### config.mk
export PLATFORM = sky130hd
export DESIGN_NAME = seq_mul8_ctrl
export DESIGN_NICKNAME = d
export VERILOG_FILES = /design/src/rtl/seq_mul8_ctrl_pkg.sv /design/src/rtl/seq_mul8_ctrl_mul4_core.sv /design/src/rtl/seq_mul8_ctrl.sv
export SDC_FILE = /design/constraint.sdc
export NUM_CORES = 1
export LEC_CHECK = 0
export BUFFER_PORTS_ARGS = -buffer_cell sky130_fd_sc_hd__buf_4
export CAP_MARGIN = 5
export CORE_UTILIZATION = 55
export CTS_CLUSTER_DIAMETER = 30
export CTS_CLUSTER_SIZE = 10
export DETAILED_ROUTE_END_ITERATION = 10
export PLACE_DENSITY_LB_ADDON = 0.1
export SLEW_MARGIN = 30
export SYNTH_ARGS = -nofsm -noshare
export SYNTH_HDL_FRONTEND = slang
export SYNTH_SLANG_ARGS = --single-unit
### constraint.sdc
create_clock -name clk -period 7.8 [get_ports clk]
set_clock_uncertainty 0.2 [all_clocks]
set_input_delay 0 -clock clk [delete_from_list [all_inputs] [get_ports clk]]
set_output_delay 0 -clock clk [all_outputs]
set_load 0.005 [all_outputs]
### src/rtl/seq_mul8_ctrl_pkg.sv
// Shared types and constants for the sequential 8x8 multiplier controller.
package seq_mul8_ctrl_pkg;

  typedef enum logic [2:0] {
    ST_IDLE = 3'd0,
    ST_PP0  = 3'd1,
    ST_PP1  = 3'd2,
    ST_PP2  = 3'd3,
    ST_PP3  = 3'd4,
    ST_DONE = 3'd5
  } state_t;

  // Left shift applied to each partial product before accumulation.
  localparam logic [3:0] PP0_SHIFT = 4'd0;
  localparam logic [3:0] PP1_SHIFT = 4'd4;
  localparam logic [3:0] PP2_SHIFT = 4'd4;
  localparam logic [3:0] PP3_SHIFT = 4'd8;

  // Value presented when the 17-bit accumulator overflows 16 bits.
  localparam logic [15:0] SAT_VALUE = 16'hFFFF;

  // Clamp the 17-bit accumulator to a 16-bit product.
  function automatic logic [15:0] sat16(input logic [16:0] acc);
    logic [15:0] res;
    if (acc[16]) begin
      res = SAT_VALUE;
    end else begin
      res = acc[15:0];
    end
    return res;
  endfunction

endpackage

### src/rtl/seq_mul8_ctrl_mul4_core.sv
// Purely combinational 4x4 multiplier core, exact or approximate.
// The approximate table forces the two LSBs of every non-zero product high,
// so its outputs can exceed the exact product (15*15 gives 227, not 225).
module mul4_core #(
  parameter bit APPROX = 1'b1
) (
  input  logic [3:0] x,
  input  logic [3:0] y,
  output logic [7:0] prod
);

  logic [7:0] exact_s;

  assign exact_s = {4'd0, x} * {4'd0, y};

  // Select exact product or the rounded-up approximate table entry.
  always_comb begin
    prod = exact_s;
    if (APPROX && (exact_s != 8'd0)) begin
      prod = {exact_s[7:2], 2'b11};
    end else begin
      prod = exact_s;
    end
  end

endmodule

### src/rtl/seq_mul8_ctrl.sv
// Sequential 8x8 multiplier: four nibble partial products through one
// shared 4x4 core, 17-bit accumulation, saturated 16-bit result with
// valid/ready handshakes on both sides.
module seq_mul8_ctrl
  import seq_mul8_ctrl_pkg::*;
#(
  parameter bit APPROX    = 1'b1,
  parameter bit ZERO_SKIP = 1'b1
) (
  input  logic        clk,
  input  logic        rst_n,
  input  logic        in_valid,
  output logic        in_ready,
  input  logic [7:0]  a,
  input  logic [7:0]  b,
  output logic        out_valid,
  input  logic        out_ready,
  output logic [15:0] p,
  output logic        busy,
  output logic [15:0] ops_done
);

  state_t      state_r;
  logic [7:0]  a_r;
  logic [7:0]  b_r;
  logic [16:0] acc_r;
  logic [15:0] p_r;
  logic        out_valid_r;
  logic        in_ready_r;
  logic        busy_r;
  logic [15:0] ops_done_r;

  logic [3:0]  core_x_s;
  logic [3:0]  core_y_s;
  logic [3:0]  shift_s;
  logic [7:0]  core_p_s;
  logic [16:0] pp_term_s;
  logic [16:0] acc_sum_s;

  mul4_core #(.APPROX(APPROX)) u_core (
    .x    (core_x_s),
    .y    (core_y_s),
    .prod (core_p_s)
  );

  // Pick operand nibbles and partial-product shift from the current state.
  always_comb begin
    core_x_s = 4'd0;
    core_y_s = 4'd0;
    shift_s  = 4'd0;
    case (state_r)
      ST_PP0: begin
        core_x_s = a_r[3:0];
        core_y_s = b_r[3:0];
        shift_s  = PP0_SHIFT;
      end
      ST_PP1: begin
        core_x_s = a_r[7:4];
        core_y_s = b_r[3:0];
        shift_s  = PP1_SHIFT;
      end
      ST_PP2: begin
        core_x_s = a_r[3:0];
        core_y_s = b_r[7:4];
        shift_s  = PP2_SHIFT;
      end
      ST_PP3: begin
        core_x_s = a_r[7:4];
        core_y_s = b_r[7:4];
        shift_s  = PP3_SHIFT;
      end
      default: begin
        core_x_s = 4'd0;
        core_y_s = 4'd0;
        shift_s  = 4'd0;
      end
    endcase
  end

  assign pp_term_s = {9'd0, core_p_s} << shift_s;
  assign acc_sum_s = acc_r + pp_term_s;

  // Controller FSM with all handshake and status outputs registered.
  always_ff @(posedge clk or negedge rst_n) begin
    if (!rst_n) begin
      state_r     <= ST_IDLE;
      a_r         <= 8'd0;
      b_r         <= 8'd0;
      acc_r       <= 17'd0;
      p_r         <= 16'd0;
      out_valid_r <= 1'b0;
      in_ready_r  <= 1'b1;
      busy_r      <= 1'b0;
      ops_done_r  <= 16'd0;
    end else begin
      case (state_r)
        ST_IDLE: begin
          if (in_valid) begin
            a_r        <= a;
            b_r        <= b;
            acc_r      <= 17'd0;
            in_ready_r <= 1'b0;
            busy_r     <= 1'b1;
            state_r    <= ST_PP0;
          end
        end
        ST_PP0: begin
          // A zero operand makes the product zero: skip the remaining passes.
          if (ZERO_SKIP && ((a_r == 8'd0) || (b_r == 8'd0))) begin
            acc_r       <= 17'd0;
            p_r         <= 16'd0;
            out_valid_r <= 1'b1;
            state_r     <= ST_DONE;
          end else begin
            acc_r   <= acc_sum_s;
            state_r <= ST_PP1;
          end
        end
        ST_PP1: begin
          acc_r   <= acc_sum_s;
          state_r <= ST_PP2;
        end
        ST_PP2: begin
          acc_r   <= acc_sum_s;
          state_r <= ST_PP3;
        end
        ST_PP3: begin
          acc_r       <= acc_sum_s;
          p_r         <= sat16(acc_sum_s);
          out_valid_r <= 1'b1;
          state_r     <= ST_DONE;
        end
        ST_DONE: begin
          if (out_ready) begin
            out_valid_r <= 1'b0;
            in_ready_r  <= 1'b1;
            busy_r      <= 1'b0;
            ops_done_r  <= ops_done_r + 16'd1;
            state_r     <= ST_IDLE;
          end
        end
        default: begin
          state_r     <= ST_IDLE;
          out_valid_r <= 1'b0;
          in_ready_r  <= 1'b1;
          busy_r      <= 1'b0;
        end
      endcase
    end
  end

  assign in_ready  = in_ready_r;
  assign out_valid = out_valid_r;
  assign p         = p_r;
  assign busy      = busy_r;
  assign ops_done  = ops_done_r;

endmodule

* Yosys cells after proc, flatten, opt, wreduce, memory -nomap -nowiden
Cells that the tools add are included.
** Word-level totals
- Bits in registers :: 71
- Bits in latches :: 0
- Memory bits (writable) :: 0
- Memory bits (read-only) :: 0
- Bits of input ports :: 20
- Output and inout port bits :: 35
- Memories :: 0
** Cells by class
- Add/sub/neg operators :: 2
- $mul :: 1
- Div/mod/pow operators :: 0
- $lt $le $gt $ge :: 0
- Eq/ne operators :: 8
- Shifts and indexed selects :: 1
- Multiplexer cells :: 22
- Bitwise logic cells :: 2
- Reduce and logical (&&, ||, !) cells :: 22
** Operators by type and width (count)
- one-hot mux 17 bit (3 select lines) :: 1
- 2-to-1 mux 17 bit :: 2
- 2-to-1 mux 16 bit :: 2
- one-hot mux 16 bit (2 select lines) :: 1
- one-hot mux 4 bit (2 select lines) :: 3
- one-hot mux 3 bit (6 select lines) :: 1
- adder 17 bit :: 1
- left shift 8 x 4 -> 17 bit :: 1
- adder 16 x 1 -> 16 bit, second input constant :: 1
- logical NOT 8 bit :: 2
- AND reduction 2 bit :: 5
- OR reduction 2 bit :: 5
- 2-to-1 mux 3 bit :: 3
- multiplier 4 x 4 -> 8 bit :: 1
- nonzero test 8 bit :: 1
- == test 3 x 2 -> 1 bit, second input constant :: 2
- == test 3 bit, second input constant :: 2
- != test 2 bit, second input constant :: 3
- one-hot mux 1 bit (3 select lines) :: 2
- AND reduction 3 bit :: 2
- OR reduction 3 bit :: 2
- 2-to-1 mux 1 bit :: 5
- one-hot mux 1 bit (4 select lines) :: 1
- OR reduction 4 bit :: 1
- other kinds (7) :: 8

* Longest topological paths before layout
Gate-level depths: netlist of run 1.
- Depth in word-level cells :: 10
- Mapped depth :: 29
- Mapped depth without buffers :: 26

* Modules after synthesis
From an unflattened synthesis of run 1, not the netlist that was laid out.
** Unflattened totals
- Cell total of the unflattened synthesis :: 458
- Area, all modules :: 4608.2 sq um
** Modules (own cells, without submodules)
- seq_mul8_ctrl :: instances 1, cells each 404, area each 4124.0 sq um, sequential area each 1778.0 sq um
- mul4_core :: instances 1, cells each 54, area each 484.2 sq um, sequential area each 0.0 sq um

* Least setup slack after synthesis of run 1
OpenSTA, ideal clock, no wires.
- Path kind :: flip-flop to flip-flop
- From :: reg state_r[1]
- To :: reg p_r[15] (netlist: p[15])
- Setup time :: 0.129 ns
- Arrival time :: 6.111 ns
- Data required time :: 7.471 ns
- Path slack :: 1.360 ns
- Cell stages (with the launch flop) :: 29
- Cell sequence :: dfrtp_1 buf_2 nand2b_1 nor2_1 clkbuf_1 a21oi_1 or2_2 fa_1 inv_1 fa_1 ha_1 a21o_1 a21oi_1 o21bai_1 a21oi_1 xor2_1 o2111a_1 nor3_1 ha_1 inv_1 fa_1 nand2b_1 a21oi_1 o21ai_1 nand3_2 o221ai_2 mux2_4 buf_6 a2111o_1
** On the way
- Cells in the longest elaborated chain, start to end :: 10
- Elaborated cells on any way between the ends :: 22
** Ends and longest elaborated chain
- start, declared :: RTL line seq_mul8_ctrl.sv:23 : state_t state_r;
- start signal, assigned :: RTL line seq_mul8_ctrl.sv:86 : state_r <= ST_IDLE;
- start signal, assigned :: RTL line seq_mul8_ctrl.sv:104 : state_r <= ST_PP0;
- start signal, assigned :: RTL line seq_mul8_ctrl.sv:113 : state_r <= ST_DONE;
- == test 3 bit, or another cell as far along :: RTL line seq_mul8_ctrl.sv:51, seq_mul8_ctrl.sv:96
- OR reduction 2 bit (no line)
- one-hot mux 4 bit (2 select lines) :: RTL line seq_mul8_ctrl.sv:51 : case (state_r)
- multiplier 4 x 4 -> 8 bit :: RTL line seq_mul8_ctrl_mul4_core.sv:14 : assign exact_s = {4'd0, x} * {4'd0, y};
- nonzero test 8 bit :: RTL line seq_mul8_ctrl_mul4_core.sv:19 : if (APPROX && (exact_s != 8'd0)) begin
- 2-to-1 mux 2 bit :: RTL line seq_mul8_ctrl_mul4_core.sv:19
- left shift 8 x 4 -> 17 bit :: RTL line seq_mul8_ctrl.sv:80 : assign pp_term_s = {9'd0, core_p_s} << shift_s;
- adder 17 bit :: RTL line seq_mul8_ctrl.sv:81 : assign acc_sum_s = acc_r + pp_term_s;
- 2-to-1 mux 16 bit :: RTL line seq_mul8_ctrl_pkg.sv:25 : if (acc[16]) begin
- one-hot mux 16 bit (2 select lines) :: RTL line seq_mul8_ctrl.sv:96 : case (state_r)
- end signal, assigned :: RTL line seq_mul8_ctrl.sv:129 : p_r <= sat16(acc_sum_s);
- end, declared :: RTL line seq_mul8_ctrl.sv:27 : logic [15:0] p_r;
Parallel ways exist; a longest one is shown, timed or not.
A chain may end at the register's enable or synchronous reset.

* Worst setup path in the final report of run 1
Ends and elaborated chain as after synthesis.

==> flow_metrics.py, run 1 <==
metrics = {
    "route": {
        "routedWlPerCell_um": 15.86,
        "routed_via_density": 5.772,
        "remaining_drc_errors": 0,
        "routed-via-count": 3567,
        "antenna_left": 0,
        "drtIter0Drc": 144,
        "routed_wl_mm": 9.801,
        "drt_pass1_iterations": 5,
    },
    "floorplan": {
        "fp.dieH_um": 91.45,
        "coreArea_um2": 7727,
        "row_count": 32,
        "die_x_um": 91.45,
        "start_util": 0.5695,
        "num_io_pins": 55,
        "dieArea_um2": 8362,
    },
    "finish": {
        "seqCellArea_um2": 1778,
        "antenna_cells": 0,
        "nNetsFinal": 565,
        "syn_to_final_growth_pct": 20.27,
        "layout-drive-gt1-share": 0.2151,
        "nFillCells": 613,
        "multi_input_area_um2": 2482,
        "stdcell_area_um2": 5293,
        "fin_util": 0.6849,
    },
    "placement": {
        "place_congestion": 0.9096,
        "dp_hpwl_mm": 6.921,
        "placed_area_um2": 4883,
        "dp_slack_ns": 0.6940,
        "portBuffers": 54,
    },
    "power_and_ir_drop": {
        "ir_worst_vdd_mv": 0.1888,
        "p_comb_frac": 0.579,
        "p_per_area_nw_per_um2": 430.6,
        "power.internal_mw": 1.287,
        "p_leak_nw": 2.507,
        "sequentialPowerShare": 0.285,
        "power_frac_clock": 0.135,
        "p_sw_mw": 0.9919,
        "p_sw_frac": 0.4352,
    },
    "logic_synthesis": {
        "yosys-top-cells-count": "dfrtp_1 (70), nor2_1 (53), a21oi_1 (31)",
        "yosysMostFrequentCell": "dfrtp_1",
        "yosys.area.top_type_share": 0.3981,
        "avgSynthCellArea_um2": 10.02,
        "synth_edf_count": 0,
        "mappedNetlistArea_um2": 4400,
        "ys.warnings.count": 0,
        "synthArstFlopShare": 1.000,
        "syn_inst": 439,
        "synth_nets": 493,
        "ys_types": 59,
        "synth_area_leaders": "dfrtp_1 (40%), ha_1 (8.2%), mux2_2 (5.6%), nor2_1 (4.5%), xnor2_1 (4.4%)",
        "ys_seq_area_frac": 0.4040,
        "synth-main-ff-cell": "dfrtp_1",
        "synth_top_area_cell": "dfrtp_1",
        "ys_seq_elements": 71,
    },
    "cts": {
        "insertion_delay_ns": 0.36,
        "cts_setup_buffers": 0,
        "cts_buffers": 9,
        "clk_pin_slew_ns": 0.08,
        "cts_tree": "yes",
        "cts.htree.levels": 3,
        "clock-sinks": 71,
        "clk_path_buf_depth": 2,
        "root_buffer": "clkbuf_8",
    },
    "timing": {
        "rsz0062_at_grt": "false",
        "fin_ws_ns": 0.6536,
        "post-route-min-period_ns": 7.146,
        "worst_pin_slew_ns": 0.8066,
        "fin_setup_tns_ns": 0,
        "finalHoldViolations": 0,
        "max_freq_ghz": 0.1399,
        "setup_viol": 0,
        "finalMaxSlewViolations": 0,
        "fin_crit_sh": 0.9162,
        "max_slew_margin": 0.4619,
    },
    "grt": {
        "grt_usage": 0.2542,
        "grt_max_degree": 72,
        "antenna_found_initial": 0,
        "grt_pass1_vias": 3495,
        "overflow": 0,
        "grt_pass1_wl_mm": 16.76,
    },
    "worst_setup_path": {
        "crit_required_ns": 7.84,
        "cp_max_fo": 18,
        "crit_type": "register to register",
        "endpoint_kind": "register",
        "cp.arrival_ns": 7.18,
        "crit_slowest_cell": "dfrtp_1",
        "max_stage_delay_ns": 0.55,
        "reg2reg_depth": 25,
        "start_kind": "register",
    },
    "outcome": {
        "status": "finished, final reports clean",
    },
    "min_path": {
        "hp-class": "input pin to asynchronous set/reset pin",
    },
    "run": {
        "drv_cap": 0,
    },
}
timing repair:
action | in CTS | in global routing
hold buffers | 20 | 0
hold endpoints to repair | 97 | 0
gates resized for setup | 0 | 0
through the flow:
| stage | instances | power [mW] | hold WS (ns) |
|---|---|---|---|
| after global routing | 618 | 2.476 | 0.04472 |
| final | 618 | 2.279 | 0.001776 |
| after detailed placement | 582 | 1.953 | -0.02924 |
| after CTS | 618 | 2.287 | 0.1185 |
| after global placement | 582 | 1.923 | -0.03506 |
| after floorplan | 439 | 1.598 | -0.4956 |
worst max-delay path, delay by kind of cell (launching register included):
kind	cells	cell delay [ns]
XOR/XNOR	1	0.29
adder cells (fa/ha/maj)	5	1.78
buffers and inverters	2	0.13
multiplexers	1	0.43
AO/OA/AOI/OAI	10	2.21
AND/OR/NAND/NOR	6	1.43
flip-flops	1	0.55
layout by cell type (no fill, tap or decap), drive strengths merged, types with 5 or more instances in the layout:
cell / instances
dlygate4sd3: 20
inv: 19
nand2b: 5
buf: 58
xnor2: 22
nand4: 7
a22oi: 8
clkbuf: 11
nor2: 54
dfrtp: 70
o22ai: 5
ha: 29
fa: 5
mux2: 23
o211ai: 5
o21ai: 14
nand2: 26
a22o: 13
nand3: 7
a221o: 13
a21o: 5
a21oi: 32
xor2: 12
power by group through the flow:
| stage | clock network [mW] | registers [mW] | logic [mW] |
|---|---|---|---|
| 6_report | 0.309 | 0.651 | 1.32 |
| 5_1_grt | 0.331 | 0.669 | 1.48 |
| 4_1_cts | 0.315 | 0.650 | 1.32 |
| 3_5_place_dp | 0 | 0.656 | 1.30 |
| 3_3_place_gp | 0 | 0.650 | 1.27 |
| 2_1_floorplan | 0 | 0.610 | 0.987 |
kinds of logic (layout without fill, tap and decap cells):
family | count (synthesis) | in the layout | share of synthesized area
AOI/OAI and AO/OA | 116 | 116 | 0.1882
xor gates and xnor gates | 34 | 34 | 0.06767
adders and majority gates | 34 | 34 | 0.1052
buffers and inverters | 33 | 110 | 0.03298
DFF | 71 | 71 | 0.4040
muxes | 24 | 24 | 0.06198
and+or+nand+nor | 127 | 127 | 0.1399
path summary, 6_finish.rpt:
kind	startpoint	to	slack (ns)
max in group asynchronous	rst_n	acc_r[16]$_DFFE_PN0P_	6.97
hold / removal	rst_n	ops_done[9]$_DFFE_PN0P_	0.002
min in group clk	a[7]	a_r[7]$_DFFE_PN0P_	0.21
setup / recovery	state_r[1]$_DFFE_PN0P_	p[15]$_DFFE_PN0P_	0.65
setup reg to reg	state_r[1]$_DFFE_PN0P_	p[15]$_DFFE_PN0P_	0.65
hold reg to reg	ops_done[15]$_DFFE_PN0P_	ops_done[15]$_DFFE_PN0P_	0.28
flip-flops by register name (all words and copies together), names as in the netlist:
signal and cells:
a_r 8, ops_done 16, state_r 3, in_ready 1, busy 1, b_r 8
p 16, acc_r 17, out_valid 1
per-layer routing:
layer	routed length (um)	part of all wire	global-route usage
met5	0	0	0
met4	192	0.020	0.08201
met3	345	0.035	0.05360
met1	4673	0.48	0.3438
met2	4590	0.47	0.4073
final cells by class:
class	instances	area share
Multi-Input combinational cell	335	0.4690
Inverter	16	0.01135
Clock buffer	11	0.02671
Tap cell	102	0.02411
Timing Repair Buffer	78	0.1208
Sequential cell	71	0.3359
Clock inverter	5	0.01206
Power figures use the tool's default switching activity.
==> inputs of run 2 (changes only) <==
--- a/config.mk
+++ b/config.mk
@@ -5,12 +5,14 @@
 export SDC_FILE = /design/constraint.sdc
 export NUM_CORES = 1
 export LEC_CHECK = 0
+export ABC_CLOCK_PERIOD_IN_PS = 7800
 export BUFFER_PORTS_ARGS = -buffer_cell sky130_fd_sc_hd__buf_4
 export CAP_MARGIN = 5
 export CORE_UTILIZATION = 55
 export CTS_CLUSTER_DIAMETER = 30
 export CTS_CLUSTER_SIZE = 10
 export DETAILED_ROUTE_END_ITERATION = 10
+export MAX_ROUTING_LAYER = met4
 export PLACE_DENSITY_LB_ADDON = 0.1
 export SLEW_MARGIN = 30
 export SYNTH_ARGS = -nofsm -noshare
==> run 2 against run 1 <==
  * Via count grew 0.31%
  * Global-route usage up 0.99 points
  * First-iteration DRC count up 12%
  * Clock power decreased by 6.8%
  * Largest cell class unchanged
==> flow_metrics.py, run 2 (synthesis results as in run 1) <==
metrics = {
    "finish": {
        "syn_to_final_growth_pct": 19.87,
        "layout-drive-gt1-share": 0.2136,
        "nNetsFinal": 565,
        "largest_reg_flops": 17,
        "final_cell_mix": "dfrtp_1 (70), buf_4 (57), nor2_1 (51), a21oi_1 (31), ha_1 (29)",
        "multi_input_area_um2": 2482,
        "final_common_cell": "dfrtp_1",
        "top_register": "acc_r",
        "seqCellArea_um2": 1778,
        "nFillCells": 609,
        "antenna_cells": 0,
    },
    "timing": {
        "max_slew_margin": 0.4579,
        "finalHoldViolations": 0,
        "worst_pin_slew_ns": 0.8126,
        "post-route-min-period_ns": 7.202,
        "setup_viol": 0,
        "finalMaxSlewViolations": 0,
        "max_freq_ghz": 0.1388,
        "rsz0062_at_grt": "false",
        "fin_setup_tns_ns": 0,
        "fin_hold_ws_ns": 0.001237,
        "fin_crit_sh": 0.9234,
    },
    "worst_setup_path": {
        "reg2reg_depth": 23,
        "crit_path_frequent_cell": "a21oi_1",
        "max_stage_delay_ns": 0.54,
        "crit_chain": "nand2b_1 > nor2_2 > a2bb2oi_1 > or2_2 > fa_1 > inv_1 > fa_1 > ha_1 > a21o_1 > a21oi_1 > o21bai_1 > a21oi_1 > xor2_1 > o2111a_1 > o22ai_1 > ha_1 > a21oi_1 > o21ai_1 > nand3_1 > nand3_2 > o221ai_2 > mux2_4 > a221o_1",
        "cp.arrival_ns": 7.22,
        "crit_type": "register to register",
        "rr_startpoint": "state_r[1]$_DFFE_PN0P_",
        "cp_max_fo": 18,
        "crit_path_start": "state_r[1]$_DFFE_PN0P_",
        "endpoint_kind": "register",
        "start_kind": "register",
        "r2r_setup_slack_ns": 0.60,
        "crit_required_ns": 7.82,
        "crit_slowest_cell": "dfrtp_1",
    },
    "grt": {
        "globalRouteMet3Util": 0.03518,
        "grt_util_met2": 0.4279,
        "busiest_layer": "met2",
        "grt_pass1_wl_mm": 16.90,
        "grt_usage": 0.2641,
        "grt_pass1_vias": 3544,
        "overflow": 0,
        "grt_use_met1": 0.3431,
        "antenna_found_initial": 0,
        "grt_max_degree": 72,
    },
    "floorplan": {
        "dieArea_um2": 8362,
        "row_count": 32,
        "coreArea_um2": 7727,
        "num_io_pins": 55,
        "start_util": 0.5695,
        "die_x_um": 91.45,
        "fp.dieH_um": 91.45,
    },
    "power_and_ir_drop": {
        "ir_worst_vdd_mv": 0.2213,
        "p_per_area_nw_per_um2": 430.3,
        "p_total_mw": 2.270,
        "power_frac_clock": 0.127,
        "p_sw_frac": 0.4384,
        "p_sw_mw": 0.9952,
        "power.internal_mw": 1.275,
        "p_leak_nw": 2.498,
        "sequentialPowerShare": 0.286,
        "p_comb_frac": 0.587,
    },
    "cts": {
        "cts.htree.levels": 3,
        "cts_resized": 0,
        "root_buffer": "clkbuf_8",
        "cts_tree": "yes",
        "insertion_delay_ns": 0.35,
        "clk_path_buf_depth": 2,
        "cts_buffers": 9,
        "clock-sinks": 71,
        "clk_pin_slew_ns": 0.08,
    },
    "placement": {
        "dp_hpwl_mm": 6.992,
        "place_congestion": 0.9294,
        "portBuffers": 54,
    },
    "route": {
        "routed_via_density": 5.799,
        "routed_wl_mm": 9.949,
        "antenna_left": 0,
        "remaining_drc_errors": 0,
        "routed-via-count": 3578,
        "drt_pass1_iterations": 5,
        "routedWlPerCell_um": 16.12,
        "drtIter0Drc": 161,
    },
    "min_path": {
        "hp-class": "input pin to asynchronous set/reset pin",
    },
    "outcome": {
        "status": "finished, final reports clean",
    },
    "run": {
        "drv_cap": 0,
    },
}
[run 2: routing by layer]
layer / part of all wire / wire, um / vias to the layer above
li1: - / - / 1744
met1: 0.46 / 4624 / 1724
met2: 0.48 / 4813 / 98
met3: 0.039 / 385 / 12
met4: 0.013 / 125 / 0
met5: 0 / 0 / -
[run 2: worst paths after layout]
kind / endpoint
worst max-delay path: p[5]$_DFFE_PN0P_
worst min-delay path: ops_done[10]$_DFFE_PN0P_
worst max register to register: p[5]$_DFFE_PN0P_
worst min register to register: ops_done[15]$_DFFE_PN0P_
max in group asynchronous: p[5]$_DFFE_PN0P_
min in group clk: b_r[4]$_DFFE_PN0P_
[run 2: cell type report]
type                       instances  share of cell area
sequential                        71              0.3371
timing repair buffer              78              0.1212
tap                              102             0.02419
clock inverter                     5             0.01139
inverter                          16             0.01139
clock buffer                      10             0.02419
multi-input combinational        335              0.4706
[run 2: critical path: cells and delay by family, from the launching register on]
family,cells,cell delay (ns)
xor gates and xnor gates,1,0.32
buffers and inverters,1,0.05
AOI/OAI and AO/OA,11,2.49
DFF,1,0.54
and+or+nand+nor,5,1.32
adders and majority gates,4,1.70
muxes,1,0.44
[run 2: through the flow]
step | utilization | instances | instance area, um2 | setup WS, ns
3_5_place_dp | 0.6320 | 582 | 4883 | 0.6950
3_3_place_gp | 0.6316 | 582 | 4881 | 0.9231
4_1_cts | 0.6822 | 617 | 5271 | 0.6531
6_report | 0.6826 | 617 | 5275 | 0.5978
5_1_grt | 0.6826 | 617 | 5275 | 0.1566
2_1_floorplan | - | 439 | 4400 | 1.360
[run 2: power groups by stage]
stage / clock network, mW / registers [mW] / logic, mW
floorplan: 0 / 0.610 / 0.987
global placement: 0 / 0.650 / 1.27
finish: 0.288 / 0.650 / 1.33
CTS: 0.293 / 0.649 / 1.33
detailed placement: 0 / 0.655 / 1.30
global route: 0.308 / 0.668 / 1.49
[run 2: what timing repair did]
| item | CTS | global route |
|---|---|---|
| hold buffers | 20 | 0 |
| hold endpoints to repair | 97 | 0 |
| buffers inserted | 0 | 0 |
